--- src/rtl/fp8_pkg.sv ---
// Shared definitions for the FP32 -> FP8 pack stage: default format, FP32 field
// layout, special-value encodings and per-sample status flags.
package fp8_pkg;

  localparam int E_DEF      = 4;
  localparam int M_DEF      = 3;
  localparam int BIAS_DEF   = (1 << (E_DEF - 1)) - 1;
  localparam int FP8_W      = 8;
  localparam int F32_W      = 32;
  localparam int F32_EXP_W  = 8;
  localparam int F32_FRAC_W = 23;
  localparam int F32_BIAS   = 127;
  localparam int T_W        = 10;

  typedef struct packed {
    logic overflow;
    logic underflow;
    logic inexact;
  } flags_t;

  typedef enum logic [2:0] {
    CLS_NORM = 3'd0,
    CLS_SUB  = 3'd1,
    CLS_ZERO = 3'd2,
    CLS_INF  = 3'd3,
    CLS_NAN  = 3'd4
  } cls_e;

  // {s, all-ones exponent, zero mantissa}
  function automatic logic [FP8_W-1:0] fp8_inf(input logic s, input int e, input int m);
    logic [FP8_W-1:0] r;
    for (int i = 0; i < FP8_W - 1; i++) begin
      r[i] = (i >= m) && (i < m + e);
    end
    r[FP8_W-1] = s;
    return r;
  endfunction

  function automatic logic [FP8_W-1:0] fp8_nan(input logic s, input int e, input int m);
    logic [FP8_W-1:0] r;
    r = fp8_inf(s, e, m);
    r[m-1] = 1'b1;
    return r;
  endfunction

  // Largest finite magnitude: exponent 2^E-2, mantissa all ones
  function automatic logic [FP8_W-1:0] fp8_max(input logic s, input int e, input int m);
    logic [FP8_W-1:0] r;
    for (int i = 0; i < FP8_W - 1; i++) begin
      r[i] = (i < m) || ((i > m) && (i < m + e));
    end
    r[FP8_W-1] = s;
    return r;
  endfunction

endpackage

--- src/rtl/fp32_to_fp8_pack_round.sv ---
// Round-to-nearest-even on an aligned {exp, keep} pair; a mantissa carry
// ripples into the exponent field (subnormal -> min normal falls out here).
module fp8_round_rne
  import fp8_pkg::*;
#(
  parameter int E = E_DEF,
  parameter int M = M_DEF
) (
  input  logic [E-1:0] exp_pre,
  input  logic [M-1:0] keep,
  input  logic         guard,
  input  logic         sticky,
  output logic [E-1:0] exp_post,
  output logic [M-1:0] mant_post,
  output logic         carry,
  output logic         inexact
);

  logic         round_up_s;
  logic [E+M-1:0] sum_s;

  // RNE increment of the concatenated exponent/mantissa
  always_comb begin
    round_up_s = guard & (sticky | keep[0]);
    sum_s      = {exp_pre, keep} + {{(E+M-1){1'b0}}, round_up_s};
    exp_post   = sum_s[E+M-1:M];
    mant_post  = sum_s[M-1:0];
    carry      = round_up_s & (&keep);
    inexact    = guard | sticky;
  end

endmodule

--- src/rtl/fp32_to_fp8_pack.sv ---
// Two-stage FP32 -> FP8 repack: stage 1 decodes and aligns, stage 2 rounds,
// handles specials/overflow and registers the packed result with flags.
module fp32_to_fp8_pack
  import fp8_pkg::*;
#(
  parameter int E        = E_DEF,
  parameter int M        = M_DEF,
  parameter int BIAS     = (1 << (E - 1)) - 1,
  parameter int SATURATE = 0
) (
  input  logic             clk,
  input  logic             rst_n,
  input  logic             in_valid,
  output logic             in_ready,
  input  logic [F32_W-1:0] in_f32,
  output logic             out_valid,
  input  logic             out_ready,
  output logic [FP8_W-1:0] out_fp8,
  output logic [2:0]       out_flags
);

  localparam int SIG_W  = F32_FRAC_W + 1;
  localparam int SH_W   = 5;
  localparam int SH_MAX = M + 2;
  localparam logic signed [T_W-1:0] T_ONE   = T_W'(1);
  localparam logic signed [T_W-1:0] T_OVF   = T_W'((1 << E) - 1);
  localparam logic signed [T_W-1:0] T_SHMAX = T_W'(SH_MAX);
  localparam logic signed [T_W-1:0] T_ADJ   = T_W'(BIAS - F32_BIAS);
  localparam logic [E-1:0]          EXP_TOP = E'((1 << E) - 2);

  // handshake
  logic adv1_s, adv2_s;

  // stage-1 decode
  logic                   sign_s;
  logic [F32_EXP_W-1:0]   e8_s;
  logic [F32_FRAC_W-1:0]  f23_s;
  logic signed [T_W-1:0]  t_s, sh_full_s;
  logic [SH_W-1:0]        sh_s;
  logic [SIG_W-1:0]       sig_s, mask_s;
  logic [F32_FRAC_W-1:0]  sub_frac_s;
  logic                   lost_s;
  cls_e                   cls_s;
  logic [E-1:0]           exp_s;
  logic [M-1:0]           keep_s;
  logic                   guard_s, sticky_s, ovf_s;

  logic         s1_valid_r, s1_sign_r, s1_guard_r, s1_sticky_r, s1_ovf_r;
  cls_e         s1_cls_r;
  logic [E-1:0] s1_exp_r;
  logic [M-1:0] s1_keep_r;

  // stage-2 round/pack
  logic [E-1:0]     rnd_exp_s;
  logic [M-1:0]     rnd_mant_s;
  logic             rnd_carry_s, rnd_inexact_s;
  logic [FP8_W-1:0] res_s;
  flags_t           flags_s;

  logic             s2_valid_r;
  logic [FP8_W-1:0] out_fp8_r;
  flags_t           out_flags_r;

  // Pipeline advance enables; a full pipe with a stalled sink drops in_ready
  always_comb begin
    adv2_s   = !s2_valid_r || out_ready;
    adv1_s   = !s1_valid_r || adv2_s;
    in_ready = rst_n && adv1_s;
  end

  // Subnormal alignment: shift amount saturates once the leading one sits below guard
  always_comb begin
    sign_s    = in_f32[F32_W-1];
    e8_s      = in_f32[F32_W-2 -: F32_EXP_W];
    f23_s     = in_f32[F32_FRAC_W-1:0];
    t_s       = signed'({2'b00, e8_s}) + T_ADJ;
    sh_full_s = T_ONE - t_s;
    if (t_s >= T_ONE) begin
      sh_s = {SH_W{1'b0}};
    end else if (sh_full_s > T_SHMAX) begin
      sh_s = SH_W'(SH_MAX);
    end else begin
      sh_s = sh_full_s[SH_W-1:0];
    end
    sig_s      = {1'b1, f23_s};
    mask_s     = ({{(SIG_W-1){1'b0}}, 1'b1} << sh_s) - {{(SIG_W-1){1'b0}}, 1'b1};
    lost_s     = |(sig_s & mask_s);
    sub_frac_s = F32_FRAC_W'(sig_s >> sh_s);
  end

  // Classification and keep/guard/sticky extraction; flushed FP32 subnormals ride the zero path
  always_comb begin
    cls_s    = CLS_NORM;
    exp_s    = {E{1'b0}};
    keep_s   = {M{1'b0}};
    guard_s  = 1'b0;
    sticky_s = 1'b0;
    ovf_s    = 1'b0;
    if (e8_s == {F32_EXP_W{1'b1}}) begin
      cls_s = (f23_s != {F32_FRAC_W{1'b0}}) ? CLS_NAN : CLS_INF;
    end else if (e8_s == {F32_EXP_W{1'b0}}) begin
      cls_s    = CLS_ZERO;
      sticky_s = |f23_s;
    end else if (t_s >= T_ONE) begin
      cls_s    = CLS_NORM;
      exp_s    = t_s[E-1:0];
      keep_s   = f23_s[F32_FRAC_W-1 -: M];
      guard_s  = f23_s[F32_FRAC_W-1-M];
      sticky_s = |f23_s[F32_FRAC_W-2-M:0];
      ovf_s    = (t_s >= T_OVF);
    end else begin
      cls_s    = CLS_SUB;
      keep_s   = sub_frac_s[F32_FRAC_W-1 -: M];
      guard_s  = sub_frac_s[F32_FRAC_W-1-M];
      sticky_s = (|sub_frac_s[F32_FRAC_W-2-M:0]) | lost_s;
    end
  end

  // Stage-1 register: decoded fields of the accepted sample
  always_ff @(posedge clk) begin
    if (!rst_n) begin
      s1_valid_r  <= 1'b0;
      s1_sign_r   <= 1'b0;
      s1_cls_r    <= CLS_ZERO;
      s1_exp_r    <= {E{1'b0}};
      s1_keep_r   <= {M{1'b0}};
      s1_guard_r  <= 1'b0;
      s1_sticky_r <= 1'b0;
      s1_ovf_r    <= 1'b0;
    end else if (adv1_s) begin
      s1_valid_r  <= in_valid;
      s1_sign_r   <= sign_s;
      s1_cls_r    <= cls_s;
      s1_exp_r    <= exp_s;
      s1_keep_r   <= keep_s;
      s1_guard_r  <= guard_s;
      s1_sticky_r <= sticky_s;
      s1_ovf_r    <= ovf_s;
    end
  end

  fp8_round_rne #(
    .E(E),
    .M(M)
  ) u_round (
    .exp_pre  (s1_exp_r),
    .keep     (s1_keep_r),
    .guard    (s1_guard_r),
    .sticky   (s1_sticky_r),
    .exp_post (rnd_exp_s),
    .mant_post(rnd_mant_s),
    .carry    (rnd_carry_s),
    .inexact  (rnd_inexact_s)
  );

  // Result select: specials, overflow policy, then the rounded finite value
  always_comb begin
    res_s   = {s1_sign_r, rnd_exp_s, rnd_mant_s};
    flags_s = '0;
    case (s1_cls_r)
      CLS_NAN: begin
        res_s = fp8_nan(s1_sign_r, E, M);
      end
      CLS_INF: begin
        res_s = fp8_inf(s1_sign_r, E, M);
      end
      CLS_NORM, CLS_SUB, CLS_ZERO: begin
        if (s1_ovf_r || (rnd_carry_s && (s1_exp_r == EXP_TOP))) begin
          res_s            = (SATURATE != 0) ? fp8_max(s1_sign_r, E, M) : fp8_inf(s1_sign_r, E, M);
          flags_s.overflow = 1'b1;
          flags_s.inexact  = 1'b1;
        end else begin
          flags_s.inexact   = rnd_inexact_s;
          flags_s.underflow = rnd_inexact_s && (s1_exp_r == {E{1'b0}});
        end
      end
      default: begin
        res_s = {FP8_W{1'b0}};
      end
    endcase
  end

  // Stage-2 register: output holds while the sink stalls
  always_ff @(posedge clk) begin
    if (!rst_n) begin
      s2_valid_r  <= 1'b0;
      out_fp8_r   <= {FP8_W{1'b0}};
      out_flags_r <= '0;
    end else if (adv2_s) begin
      s2_valid_r <= s1_valid_r;
      if (s1_valid_r) begin
        out_fp8_r   <= res_s;
        out_flags_r <= flags_s;
      end
    end
  end

  assign out_valid = s2_valid_r;
  assign out_fp8   = out_fp8_r;
  assign out_flags = out_flags_r;

endmodule

--- config.mk ---
export PLATFORM = sky130hd
export DESIGN_NAME = fp32_to_fp8_pack
export DESIGN_NICKNAME = d
export VERILOG_FILES = /design/src/rtl/fp8_pkg.sv /design/src/rtl/fp32_to_fp8_pack_round.sv /design/src/rtl/fp32_to_fp8_pack.sv
export SDC_FILE = /design/constraint.sdc
export NUM_CORES = 1
export LEC_CHECK = 0
export ABC_CLOCK_PERIOD_IN_PS = 6200
export CAP_MARGIN = 20
export CORE_MARGIN = 1.5
export CORE_UTILIZATION = 40
export CTS_CLUSTER_SIZE = 16
export DETAILED_ROUTE_END_ITERATION = 8
export GPL_ROUTABILITY_DRIVEN = 0
export RECOVER_POWER = 100
export SKIP_CTS_REPAIR_TIMING = 1
export SKIP_LAST_GASP = 1
export SYNTH_ARGS = -nofsm -noshare
export SYNTH_HDL_FRONTEND = slang
export SYNTH_SLANG_ARGS = --single-unit
--- constraint.sdc ---
create_clock -name clk -period 6.2 [get_ports clk]
set_input_delay 1.24 -clock clk [delete_from_list [all_inputs] [get_ports clk]]
set_output_delay 1.24 -clock clk [all_outputs]
set_load 0.03 [all_outputs]
Yosys cells after proc, flatten, opt, wreduce, memory -nomap -nowiden
Index checks and enable logic that the tools add are counted.
{"block": "classes", "addsub": 4, "order_cmp": 3, "eq_ne": 6, "shifts": 2, "n_mux": 27, "bitwise_logic": 6, "n_reduce_logical": 19}
{"cell": "19-bit OR reduction", "n": 2}
{"cell": "24-bit AND", "n": 1}
{"cell": "8-bit case mux with 3 select lines", "n": 1}
{"cell": "24-bit OR reduction", "n": 1}
{"cell": "1-bit by 5-bit left shift with 24-bit output, first input constant", "n": 1}
{"cell": "24-bit by 5-bit right shift with 23-bit output", "n": 1}
{"cell": "24-bit by 1-bit subtractor with 24-bit output, second input constant", "n": 1}
{"cell": "23-bit nonzero test", "n": 1}
{"cell": "23-bit OR reduction", "n": 1}
{"cell": "3-bit two-way mux", "n": 6}
{"cell": "1-bit two-way mux", "n": 13}
{"cell": "4-bit two-way mux", "n": 3}
{"cell": "9-bit by 8-bit adder with 10-bit output, second input constant", "n": 1}
{"cell": "10-bit by 2-bit greater-or-equal comparator with 1-bit output, second input constant", "n": 1}
{"cell": "10-bit by 5-bit greater-or-equal comparator with 1-bit output, second input constant", "n": 1}
{"cell": "10-bit by 4-bit > comparator with 1-bit output, second input constant", "n": 1}
{"cell": "5-bit two-way mux", "n": 2}
{"cell": "2-bit by 10-bit subtractor with 10-bit output, first input constant", "n": 1}
{"cell": "8-bit equality test, second input constant", "n": 1}
{"cell": "8-bit logical NOT", "n": 1}
{"cell": "7-bit by 1-bit adder with 7-bit output", "n": 1}
{"cell": "7-bit two-way mux", "n": 1}
{"cell": "3-bit by 2-bit equality test with 1-bit output, second input constant", "n": 2}
{"cell": "4-bit equality test, second input constant", "n": 1}
{"cell": "13 further kinds", "n": 21}
{"block": "word_totals", "regBits": 27, "input_bits": 36, "out_inout_bits": 13, "elab_cells": 80}

Depth between registers and ports, before layout
Gate-level depths: netlist of run 1.
{"block": "depth", "ltp_word": 13, "ltp_mapped": 19}

Hierarchy
A second synthesis of run 1 with hierarchy kept.
{"block": "hier_totals", "cells_unflattened": 362, "hier_area_um2": 2630.0}
{"module": "fp32_to_fp8_pack", "n_inst": 1, "cells_each": 347, "area_per_inst_um2": 2507.4, "seq_area_each_um2": 540.5}
{"module": "fp8_round_rne", "n_inst": 1, "cells_each": 15, "area_per_inst_um2": 122.6, "seq_area_each_um2": 0.0}

Worst setup path after synthesis of run 1
OpenSTA, ideal clock, no wires.
{"block": "synth_timing", "path_type": "input -> register", "from": "input in_f32[24]", "to": "register s1_sticky_r", "setup_time_ps": 122, "arrival_time_ps": 4756, "required_ps": 6078, "path_slack_ps": 1322, "cell_stages": 19, "n_path_buf": 3, "cell_sequence": "buf_6 clkinv_1 ha_1 clkbuf_1 a211oi_1 nand2_1 and3_1 a211oi_4 or2_2 buf_2 nand4_1 ha_1 inv_1 a2111oi_0 o21ai_0 a221oi_1 and4_1 a41oi_1 a221o_1"}
{"block": "synth_between", "elab_chain_len": 13, "elab_cells_between_ends": 18, "classes_between": "add/sub: 3; order compare: 2; eq/ne: 1; shift: 2; mux: 5; bitwise: 2; reduce/logical: 3"}
{"item": "start: declaration", "line_no": "fp32_to_fp8_pack.sv:15", "text": "input logic [F32_W-1:0] in_f32,"}
{"item": "9-bit by 8-bit adder with 10-bit output", "line_no": "fp32_to_fp8_pack.sv:76", "text": "t_s = signed'({2'b00, e8_s}) + T_ADJ;"}
{"item": "2-bit by 10-bit subtractor with 10-bit output", "line_no": "fp32_to_fp8_pack.sv:77", "text": "sh_full_s = T_ONE - t_s;"}
{"item": "10-bit by 4-bit > comparator with 1-bit output", "line_no": "fp32_to_fp8_pack.sv:80", "text": "end else if (sh_full_s > T_SHMAX) begin"}
{"item": "5-bit two-way mux", "line_no": "fp32_to_fp8_pack.sv:80"}
{"item": "5-bit two-way mux", "line_no": "fp32_to_fp8_pack.sv:78", "text": "if (t_s >= T_ONE) begin"}
{"item": "1-bit by 5-bit left shift with 24-bit output", "line_no": "fp32_to_fp8_pack.sv:86", "text": "mask_s = ({{(SIG_W-1){1'b0}}, 1'b1} << sh_s) - {{(SIG_W-1){1'b0}}, 1'b1};"}
{"item": "24-bit by 1-bit subtractor with 24-bit output", "line_no": "fp32_to_fp8_pack.sv:86"}
{"item": "24-bit AND", "line_no": "fp32_to_fp8_pack.sv:87", "text": "lost_s = |(sig_s & mask_s);"}
{"item": "24-bit OR reduction", "line_no": "fp32_to_fp8_pack.sv:87"}
{"item": "1-bit OR", "line_no": "fp32_to_fp8_pack.sv:115", "text": "sticky_s = (|sub_frac_s[F32_FRAC_W-2-M:0]) | lost_s;"}
{"item": "1-bit two-way mux", "line_no": "fp32_to_fp8_pack.sv:104", "text": "end else if (t_s >= T_ONE) begin"}
{"item": "1-bit two-way mux", "line_no": "fp32_to_fp8_pack.sv:101", "text": "end else if (e8_s == {F32_EXP_W{1'b0}}) begin"}
{"item": "1-bit two-way mux *", "line_no": "fp32_to_fp8_pack.sv:99", "text": "if (e8_s == {F32_EXP_W{1'b1}}) begin"}
{"item": "end signal: assignment", "line_no": "fp32_to_fp8_pack.sv:137", "text": "s1_sticky_r <= sticky_s;"}
{"item": "end: declaration", "line_no": "fp32_to_fp8_pack.sv:48", "text": "logic s1_valid_r, s1_sign_r, s1_guard_r, s1_sticky_r, s1_ovf_r;"}
Mark *: on every way between the ends. The rest lies on a longest branch, timed or not.
A chain may end at the register's enable or synchronous reset.

Worst setup path after layout of run 1
{"block": "layout_timing", "from": "input in_f32[26]", "to": "register s1_sticky_r"}
The elaborated chain is that of the path after synthesis.

==> results of run 1 <==
report_power, final:
group	switching [mW]	internal [mW]	total [mW]
registers	0.00880	0.183	0.192
clock network	0.0565	0.0451	0.102
logic	0.0996	0.0706	0.170
total	0.165	0.299	0.464
area by class of cell:
type	instances	area share, %
multi-input cells	282	59.7
flip-flops and latches	27	17.6
repair buffers	51	16.4
well taps	75	3.06
inverters	14	1.71
clock buffers	3	1.35
clock inverters	1	0.163
stage by stage:
step                utilization, %  setup slack (ns)  instances  hold WS, ns
floorplan                        -              1.32        346        0.441
global placement              50.3             0.647        449        0.457
detailed placement            50.3             0.510        449        0.464
CTS                           51.1             0.791        453        0.477
global route                  50.9             0.246        453        0.492
finish                        50.9             0.658        453        0.466
critical path: stages:
cell and delay, ns:
sky130_fd_sc_hd__dlygate4sd3_1 0.83, sky130_fd_sc_hd__ha_1 0.42, sky130_fd_sc_hd__xnor2_1 0.20, sky130_fd_sc_hd__a221oi_1 0.31, sky130_fd_sc_hd__a31oi_1 0.14, sky130_fd_sc_hd__a211oi_4 0.45, sky130_fd_sc_hd__or2_2 0.34, sky130_fd_sc_hd__a31oi_1 0.16
sky130_fd_sc_hd__ha_1 0.30, sky130_fd_sc_hd__inv_1 0.03, sky130_fd_sc_hd__a2111oi_0 0.36, sky130_fd_sc_hd__o21ai_0 0.16, sky130_fd_sc_hd__a221oi_1 0.21, sky130_fd_sc_hd__and4_1 0.22, sky130_fd_sc_hd__a41oi_1 0.09, sky130_fd_sc_hd__a221o_1 0.26
cells in the mapped netlist, types with 3 or more instances:
master / count
sky130_fd_sc_hd__a31oi_1: 7
sky130_fd_sc_hd__nor4_1: 8
sky130_fd_sc_hd__nor3_1: 15
sky130_fd_sc_hd__buf_6: 3
sky130_fd_sc_hd__o2111ai_1: 4
sky130_fd_sc_hd__ha_1: 6
sky130_fd_sc_hd__o211ai_1: 5
sky130_fd_sc_hd__nand2_1: 41
sky130_fd_sc_hd__nand3_1: 10
sky130_fd_sc_hd__clkbuf_1: 13
sky130_fd_sc_hd__buf_2: 5
sky130_fd_sc_hd__nor2b_1: 12
sky130_fd_sc_hd__a21oi_1: 20
sky130_fd_sc_hd__mux2i_1: 8
sky130_fd_sc_hd__dfxtp_1: 27
sky130_fd_sc_hd__inv_1: 13
sky130_fd_sc_hd__nor2_1: 16
sky130_fd_sc_hd__o21a_1: 3
sky130_fd_sc_hd__o221ai_1: 3
sky130_fd_sc_hd__o21ai_0: 24
sky130_fd_sc_hd__a22oi_1: 10
sky130_fd_sc_hd__a21boi_0: 13
sky130_fd_sc_hd__and3_1: 4
sky130_fd_sc_hd__xor2_1: 4
sky130_fd_sc_hd__a211oi_1: 5
sky130_fd_sc_hd__o22ai_1: 4
sky130_fd_sc_hd__nand4_1: 3
sky130_fd_sc_hd__xnor2_1: 5
sky130_fd_sc_hd__o311ai_0: 3
sky130_fd_sc_hd__and2_1: 3
state kept, by name, summed over array words and instances (netlist names):
| name | flops |
|---|---|
| s1_sticky_r | 1 |
| s1_ovf_r | 1 |
| s1_guard_r | 1 |
| s1_valid_r | 1 |
| s1_keep_r | 3 |
| out_flags | 3 |
| s1_sign_r | 1 |
| s1_exp_r | 4 |
| s1_cls_r | 3 |
| out_valid | 1 |
| out_fp8 | 8 |
metal layers:
metal	vias to the layer above	share of wire [%]	track usage, %
li1	1391	-	-
met1	1300	49	31.3
met2	112	44	33.4
met3	12	5.2	3.18
met4	0	1.8	5.45
met5	-	0	0
logic make-up after synthesis:
kind of cell	after synthesis
simple gates	127
xor+xnor	9
compound gates	132
buf+inv	37
fa+ha+maj	6
flops	27
mux	8
worst max-delay path by stage:
stage	from	to	slack [ns]	cells past startpoint
floorplan	in_f32[24]	s1_sticky_r$_SDFFE_PN0N_	1.32	19
global placement	in_f32[26]	s1_sticky_r$_SDFFE_PN0N_	0.65	16
detailed placement	in_f32[26]	s1_sticky_r$_SDFFE_PN0N_	0.51	16
CTS	in_f32[26]	s1_sticky_r$_SDFFE_PN0N_	0.79	16
global route	in_f32[26]	s1_sticky_r$_SDFFE_PN0N_	0.25	16
finish	in_f32[26]	s1_sticky_r$_SDFFE_PN0N_	0.66	16
==> flow_summary.toml, run 1 <==
[finish]
register_area_sq_um = 541
layout.cells.most_common = "sky130_fd_sc_hd__nand2_1"
multi_input_comb_area_sq_um = 1830
diodes = 0
syn2layout_area_growth_pct = 20.1
n_fill_cell = 616
finalNetCount = 421
mostFrequentLayoutCells = "sky130_fd_sc_hd__nand2_1, sky130_fd_sc_hd__clkdlybuf4s50_1, sky130_fd_sc_hd__dfxtp_1, sky130_fd_sc_hd__o21ai_0, sky130_fd_sc_hd__a21oi_1"
drive_gt1_share_pct = 4.23
postLayoutCellArea_sq_um = 3070

[global_routing]
antenna_found_initial = 0
grt_pass1_vias = 2579
gr-usage-all-layers_pct = 21.6
grt_overflow = 0
grt_start_max_net_pins = 25
grt_first_pass_wirelength_mm = 12.6

[sta]
transition_time_at_the_pin_with_the_least_slew_margin_ns = 1.07
finalCriticalPeriod_ns = 5.54
finClkSkew_ns = 0.00779
report.final.slew_viol_count = 0
number_of_failing_hold_endpoints_at_the_final_stage = 0
max_freq_ghz = 0.180
final-setup-viol-count = 0
setup_repair_after_global_routing_missed_its_margin = "false"
timing.final.crit_share_pct = 89.4
timing.setup.tns_ns = 0
timing.slew.headroom_pct = 26.6

[logic_synthesis]
complex_gate_fraction_of_the_synthesized_area_pct = 36.9
synthSimpleGateAreaFrac_pct = 26.0
synth_nets = 388
synth.distinct_cells = 70
yosysTopAreaCell = "sky130_fd_sc_hd__dfxtp_1"
yosys.area_share.adder_pct = 2.94
synth-edff-count = 0
synth.top_cell.area_share_pct = 21.2
ys.flop_type = "sky130_fd_sc_hd__dfxtp_1"
yosys-top-cells-area = "sky130_fd_sc_hd__dfxtp_1, sky130_fd_sc_hd__nand2_1, sky130_fd_sc_hd__o21ai_0"
post_synth.cell_area_avg_sq_um = 7.38
yosysWarningCount = 0
netlist_instances = 346
ys_seq_elements = 27
post_synth_xor_area_fraction_pct = 3.09
dominant_combinational_cell_family_by_area_after_synthesis = "compound AO/OA/AOI/OAI gates"
ys_seq_area_share_pct = 21.2
synth.mux.area_fraction_pct = 3.14
synthArstFlopShare_pct = 0
mapped_area_sq_um = 2550

[critical_path]
crit-reg2reg-capture = "s1_keep_r[0]$_SDFFE_PN0N_"
critical_path.max_fanout = 13
regToRegSetupSlack_ns = 3.91
crit_arrival_ns = 5.71
r2r_cells = 7
worst_setup_path_start_kind = "input port"
critical_path.endpoint_type = "flop"
worst-endpoint-required_ns = 6.37
worst_r2r_startpoint = "out_valid$_SDFFE_PN0P_"
setup.worst_path.class = "in2reg"

[clock_network]
tritoncts = "yes"
cts_sinks = 27
max_clock_buf_depth = 2
cts.root.buffer_cell = "sky130_fd_sc_hd__clkbuf_8"
cts.htree.levels = 1
cts_inserted_buffers = 3
clk_pin_slew_ns = 0.09
insertion_delay_ns = 0.28

[route]
drt-total-wl_mm = 7.53
post-route-drc-count = 0
num_vias = 2815
drt_first_pass_iters = 4
vias_per_cell = 6.21
initial_drt_markers = 160
wire_per_inst_um = 16.6
antenna_left = 0

[hold_path]
hp-class = "reg2reg"
worstHoldEndpoint = "out_flags[1]$_SDFFE_PN0P_"
timing.hold.worst_path_depth = 2
worstHoldStart = "out_flags[1]$_SDFFE_PN0P_"

[power_and_ir_drop]
static-leakage-power_nw = 1.13
totalPowerFinal_uw = 464
p_per_area_nw_per_um2 = 151
power.ir.vdd_worst_uv = 92.4

[floorplanning]
placement_rows = 28
fp.dieH_um = 82.9
start_util_pct = 42.4
ios = 49
chipWidth_um = 82.9
die-area_sq_um = 6870
core_sq_um = 6030

[placed_design]
dpl-instance-area_sq_um = 3030
dpl.hpwl_mm = 5.74
io_buffers = 48

[run]
maxCapViolations = 0

[status]
outcome = "finished clean"
Note: power is estimated with default switching activity, not from simulation.
==> run 2: changes to the inputs <==
Settings changed: PLACE_DENSITY set to 0.74.
==> run 2 against run 1 <==
  * Clock power is essentially flat
  * Die area is the same
  * Setup slack gained 0.026 ns
  * Hold slack lost 0.0025 ns
  * Sequential share of layout area grew 0.094 points
  * Design area shrank 0.53%
  * Critical path type unchanged
  * Largest cell class unchanged
==> flow_summary.toml, run 2 (synthesis results as in run 1) <==
[status]
outcome = "finished clean"

[floorplanning]
fp.dieH_um = 82.9
start_util_pct = 42.4
ios = 49
die-area_sq_um = 6870
placement_rows = 28
core_sq_um = 6030
chipWidth_um = 82.9

[finish]
diodes = 0
instances_no_fill = 451
drive_gt1_share_pct = 3.46
finalNetCount = 419
layout.cells.most_common = "sky130_fd_sc_hd__nand2_1"
n_fill_cell = 584
mostFrequentLayoutCells = "sky130_fd_sc_hd__nand2_1, sky130_fd_sc_hd__clkdlybuf4s50_1, sky130_fd_sc_hd__dfxtp_1, sky130_fd_sc_hd__o21ai_0, sky130_fd_sc_hd__a21oi_1"
register_area_sq_um = 541
number_of_flip_flops_in_the_largest_register = 8
multi_input_comb_area_sq_um = 1830
syn2layout_area_growth_pct = 19.5

[placed_design]
place.detailed.instances = 447
placement.setup.worst_slack_ns = 0.561
io_buffers = 48
dpl.hpwl_mm = 5.78

[sta]
finClkSkew_ns = 0.0106
max_freq_ghz = 0.181
timing.setup.tns_ns = 0
transition_time_at_the_pin_with_the_least_slew_margin_ns = 1.01
timing.final.crit_share_pct = 89.0
timing.slew.headroom_pct = 30.9
report.final.slew_viol_count = 0
finalCriticalPeriod_ns = 5.52
setup_repair_after_global_routing_missed_its_margin = "false"
final-setup-viol-count = 0
number_of_failing_hold_endpoints_at_the_final_stage = 0
final.setup.worst_slack_ns = 0.684

[critical_path]
setup.worst_path.class = "in2reg"
worst-endpoint-required_ns = 6.37
critical_path.max_fanout = 13
worst_setup_path_start_kind = "input port"
critical_path.endpoint_type = "flop"
crit_arrival_ns = 5.69

[power_and_ir_drop]
switchingPower_uw = 163
power.ir.vdd_worst_uv = 100
p_per_area_nw_per_um2 = 152
static-leakage-power_nw = 1.12
part_of_the_power_in_the_clock_network_pct = 21.8
p_int_uw = 299
pwr-share-comb_pct = 36.6
sequential_cell_fraction_of_total_power_pct = 41.6
power_switching_share_pct = 35.4

[global_routing]
grt_pass1_vias = 2710
grt_first_pass_wirelength_mm = 12.7
grt_overflow = 0
antenna_found_initial = 0
gr-usage-all-layers_pct = 21.7
grt_start_max_net_pins = 25

[route]
vias_per_cell = 6.31
num_vias = 2846
drt_first_pass_iters = 4
wire_per_inst_um = 16.8
initial_drt_markers = 214
post-route-drc-count = 0
antenna_left = 0
drt-total-wl_mm = 7.59

[clock_network]
cts_inserted_buffers = 3
cts.htree.levels = 1
tritoncts = "yes"
insertion_delay_ns = 0.28
cts_sinks = 27
clk_pin_slew_ns = 0.10
cts.root.buffer_cell = "sky130_fd_sc_hd__clkbuf_8"
max_clock_buf_depth = 2

[run]
maxCapViolations = 0

[hold_path]
hp-class = "reg2reg"
## run 2: cell types whose count changed in the layout (fill, tap and decap cells not counted)
cell	delta
sky130_fd_sc_hd__a21boi_0	-1
sky130_fd_sc_hd__buf_4	-2
sky130_fd_sc_hd__and2_1	+1
sky130_fd_sc_hd__a21boi_1	+1
sky130_fd_sc_hd__clkinv_2	-1
sky130_fd_sc_hd__clkbuf_1	+1
sky130_fd_sc_hd__and2_0	-1
## run 2: final cells by class
cell class,instances,share of cell area (%)
sequential,27,17.7
multi-input combinational,282,60.0
tap,75,3.08
inverter,14,1.72
clock buffer,4,1.48
timing repair buffer,49,16.0
## run 2: through the flow
| step | power, mW | instance area (sq um) | hold slack [ns] | utilization, % |
|---|---|---|---|---|
| CTS | 0.463 | 3060 | 0.473 | 50.8 |
| finish | 0.462 | 3050 | 0.463 | 50.6 |
| global route | 0.487 | 3050 | 0.504 | 50.6 |
| floorplan | 0.305 | 2550 | 0.441 | - |
| global placement | 0.362 | 3020 | 0.457 | 50.1 |
| detailed placement | 0.365 | 3020 | 0.463 | 50.1 |
## run 2: path summary, 6_finish.rpt
kind,startpoint,to,slack [ns],cells after the start
worst max-delay path,in_f32[26],s1_sticky_r$_SDFFE_PN0N_,0.68,16
worst max register to register,out_valid$_SDFFE_PN0P_,s1_keep_r[0]$_SDFFE_PN0N_,3.95,7
worst min register to register,out_fp8[0]$_SDFFE_PN0P_,out_fp8[0]$_SDFFE_PN0P_,0.46,2
worst min-delay path,out_fp8[0]$_SDFFE_PN0P_,out_fp8[0]$_SDFFE_PN0P_,0.46,2
## run 2: worst max-delay path, cell delays in order
cell	delay [ns]
sky130_fd_sc_hd__dlygate4sd3_1	0.83
sky130_fd_sc_hd__ha_1	0.42
sky130_fd_sc_hd__xnor2_1	0.20
sky130_fd_sc_hd__a221oi_1	0.28
sky130_fd_sc_hd__a31oi_1	0.14
sky130_fd_sc_hd__a211oi_4	0.43
sky130_fd_sc_hd__or2_2	0.33
sky130_fd_sc_hd__a31oi_1	0.16
sky130_fd_sc_hd__ha_1	0.33
sky130_fd_sc_hd__inv_1	0.04
sky130_fd_sc_hd__a2111oi_0	0.36
sky130_fd_sc_hd__o21ai_0	0.14
sky130_fd_sc_hd__a221oi_1	0.22
sky130_fd_sc_hd__and4_1	0.22
sky130_fd_sc_hd__a41oi_1	0.09
sky130_fd_sc_hd__a221o_1	0.27
## run 2: power groups by stage
| stage | clock network (mW) | logic, mW | registers, mW |
|---|---|---|---|
| final | 0.101 | 0.169 | 0.192 |
| after global routing | 0.109 | 0.184 | 0.194 |
| after CTS | 0.101 | 0.169 | 0.192 |
| after detailed placement | 0 | 0.169 | 0.196 |
| after global placement | 0 | 0.166 | 0.196 |
| after floorplan | 0 | 0.104 | 0.201 |
## run 2: routing by layer
| metal | up-vias | part of all wire [%] | track usage, % |
|---|---|---|---|
| met5 | - | 0 | 0 |
| met4 | 0 | 2.6 | 11.2 |
| met3 | 18 | 6.3 | 3.48 |
| met2 | 141 | 47 | 35.5 |
| met1 | 1301 | 44 | 27.4 |
| li1 | 1386 | - | - |
==> run 3: changes to the inputs <==
Settings changed: CELL_PAD_IN_SITES_DETAIL_PLACEMENT set to 0, CELL_PAD_IN_SITES_GLOBAL_PLACEMENT set to 1, CORE_UTILIZATION 40 to 38, PLACE_DENSITY 0.74 to 0.91, SETUP_SLACK_MARGIN set to 0.2.
==> run 3 against run 2 <==
  * The run now ends with DRC left
  * Largest power group unchanged
  * Clock-buffer cell count fell by 1
  * Maximum frequency increased by 0.32%
  * Design area grew 0.61%
  * Clock skew is 0.0084 ns lower
  * Total power rose by 1.1%
  * Largest cell class unchanged
==> flow_summary.toml, run 3 (synthesis results as in run 1) <==
[clock_network]
cts.root.buffer_cell = "sky130_fd_sc_hd__clkbuf_8"
cts.htree.levels = 1
cts_inserted_buffers = 3
tritoncts = "yes"
clk_pin_slew_ns = 0.10
cts_sinks = 27
max_clock_buf_depth = 2
insertion_delay_ns = 0.28

[power_and_ir_drop]
p_per_area_nw_per_um2 = 152
static-leakage-power_nw = 1.12
power.ir.vdd_worst_uv = 61.5

[sta]
max_freq_ghz = 0.182
report.final.slew_viol_count = 0
finalCriticalPeriod_ns = 5.50
setup_repair_after_global_routing_missed_its_margin = "false"
transition_time_at_the_pin_with_the_least_slew_margin_ns = 1.17
finClkSkew_ns = 0.00224
timing.final.crit_share_pct = 88.7
final.setup.worst_slack_ns = 0.702
number_of_failing_hold_endpoints_at_the_final_stage = 0
timing.setup.tns_ns = 0
final-setup-viol-count = 0
timing.slew.headroom_pct = 19.8

[status]
outcome = "finished, violations left"
violations = "DRC"

[placed_design]
dpl.hpwl_mm = 5.73
io_buffers = 48
placement.setup.worst_slack_ns = 0.511

[floorplanning]
core_sq_um = 6420
start_util_pct = 39.8
fp.dieH_um = 85.0
placement_rows = 29
die-area_sq_um = 7220
chipWidth_um = 85.0
ios = 49

[critical_path]
worst-endpoint-required_ns = 6.38
cp_top_family = "compound AO/OA/AOI/OAI gates"
critical-path-top-cell-by-count = "sky130_fd_sc_hd__ha_1"
worst_setup_path_start_kind = "input port"
critical_path.max_fanout = 13
max_stage_delay_ns = 0.85
setup.worst_path.class = "in2reg"
critical_path.endpoint_type = "flop"
worstPathCellList = "dlygate4sd3_1 > ha_1 > nand2_1 > nor3_1 > o211ai_1 > a211oi_4 > or2_2 > a31oi_1 > ha_1 > inv_1 > a2111oi_0 > o21ai_0 > a221oi_1 > and4_1 > a41oi_1 > a221o_1"
cp.buffers_inverters = 2
cpMaxStageDelayCell = "sky130_fd_sc_hd__dlygate4sd3_1"
crit_arrival_ns = 5.68
regToRegSetupSlack_ns = 3.81

[route]
drt-total-wl_mm = 7.38
vias_per_cell = 6.25
post-route-drc-count = 3
wire_per_inst_um = 16.3
num_vias = 2839
drt_first_pass_iters = 7
antenna_left = 0
initial_drt_markers = 169

[global_routing]
gr-usage-all-layers_pct = 20.2
grt_first_pass_wirelength_mm = 12.2
grt_overflow = 0
grt_start_max_net_pins = 25
grt_pass1_vias = 2660
antenna_found_initial = 0

[finish]
number_of_flip_flops_in_the_largest_register = 8
drive_gt1_share_pct = 4.24
finalNetCount = 420
mostFrequentLayoutCells = "sky130_fd_sc_hd__nand2_1, sky130_fd_sc_hd__clkdlybuf4s50_1, sky130_fd_sc_hd__dfxtp_1, sky130_fd_sc_hd__o21ai_0, sky130_fd_sc_hd__a21oi_1"
layout.cells.most_common = "sky130_fd_sc_hd__nand2_1"
syn2layout_area_growth_pct = 20.2
n_fill_cell = 653
diodes = 0
register_area_sq_um = 541
multi_input_comb_area_sq_um = 1840

[run]
maxCapViolations = 0

[hold_path]
hp-class = "reg2reg"
==> run 3: area by class of cell <==
| cell class | count | area share (%) |
|---|---|---|
| inverters | 14 | 1.71 |
| well taps | 77 | 3.14 |
| flip-flops and latches | 27 | 17.6 |
| repair buffers | 50 | 16.1 |
| clock buffers | 3 | 1.35 |
| clock inverters | 1 | 0.245 |
| multi-input cells | 282 | 59.8 |
==> run 3: worst paths after layout <==
check	startpoint	to	cells after the start
min reg2reg	out_flags[1]$_SDFFE_PN0P_	out_flags[1]$_SDFFE_PN0P_	2
min	out_flags[1]$_SDFFE_PN0P_	out_flags[1]$_SDFFE_PN0P_	2
max	in_f32[26]	s1_sticky_r$_SDFFE_PN0N_	16
max reg2reg	out_valid$_SDFFE_PN0P_	s1_keep_r[0]$_SDFFE_PN0N_	7
==> run 3: through the flow <==
step                instance area (sq um)  total power [mW]  utilization [%]  instances  hold WS, ns
floorplan                            2550             0.305                -        346        0.441
global placement                     3030             0.364             47.1        450        0.453
detailed placement                   3030             0.365             47.1        450        0.461
CTS                                  3080             0.469             47.9        454        0.475
global route                         3070             0.494             47.8        454        0.500
finish                               3070             0.468             47.8        454        0.469
==> run 3: power breakdown <==
part / switching (mW) / leakage [nW] / internal, mW
clock: 0.0607 / 0.0217 / 0.0458
combinational: 0.0992 / 0.876 / 0.0702
sequential: 0.00872 / 0.222 / 0.183
total: 0.169 / 1.12 / 0.299
==> run 3: worst min-delay path: stages (launching register included) <==
cell and delay (ns):
sky130_fd_sc_hd__dfxtp_1 0.32, sky130_fd_sc_hd__nand2_1 0.05, sky130_fd_sc_hd__a21boi_0 0.06
==> run 3: layer usage <==
metal	global-route usage [%]	vias to the layer above	wire length, um
li1	-	1384	-
met2	35.7	132	3450
met3	1.26	25	343
met5	0	-	0
met1	26.0	1298	3360
met4	7.15	0	233
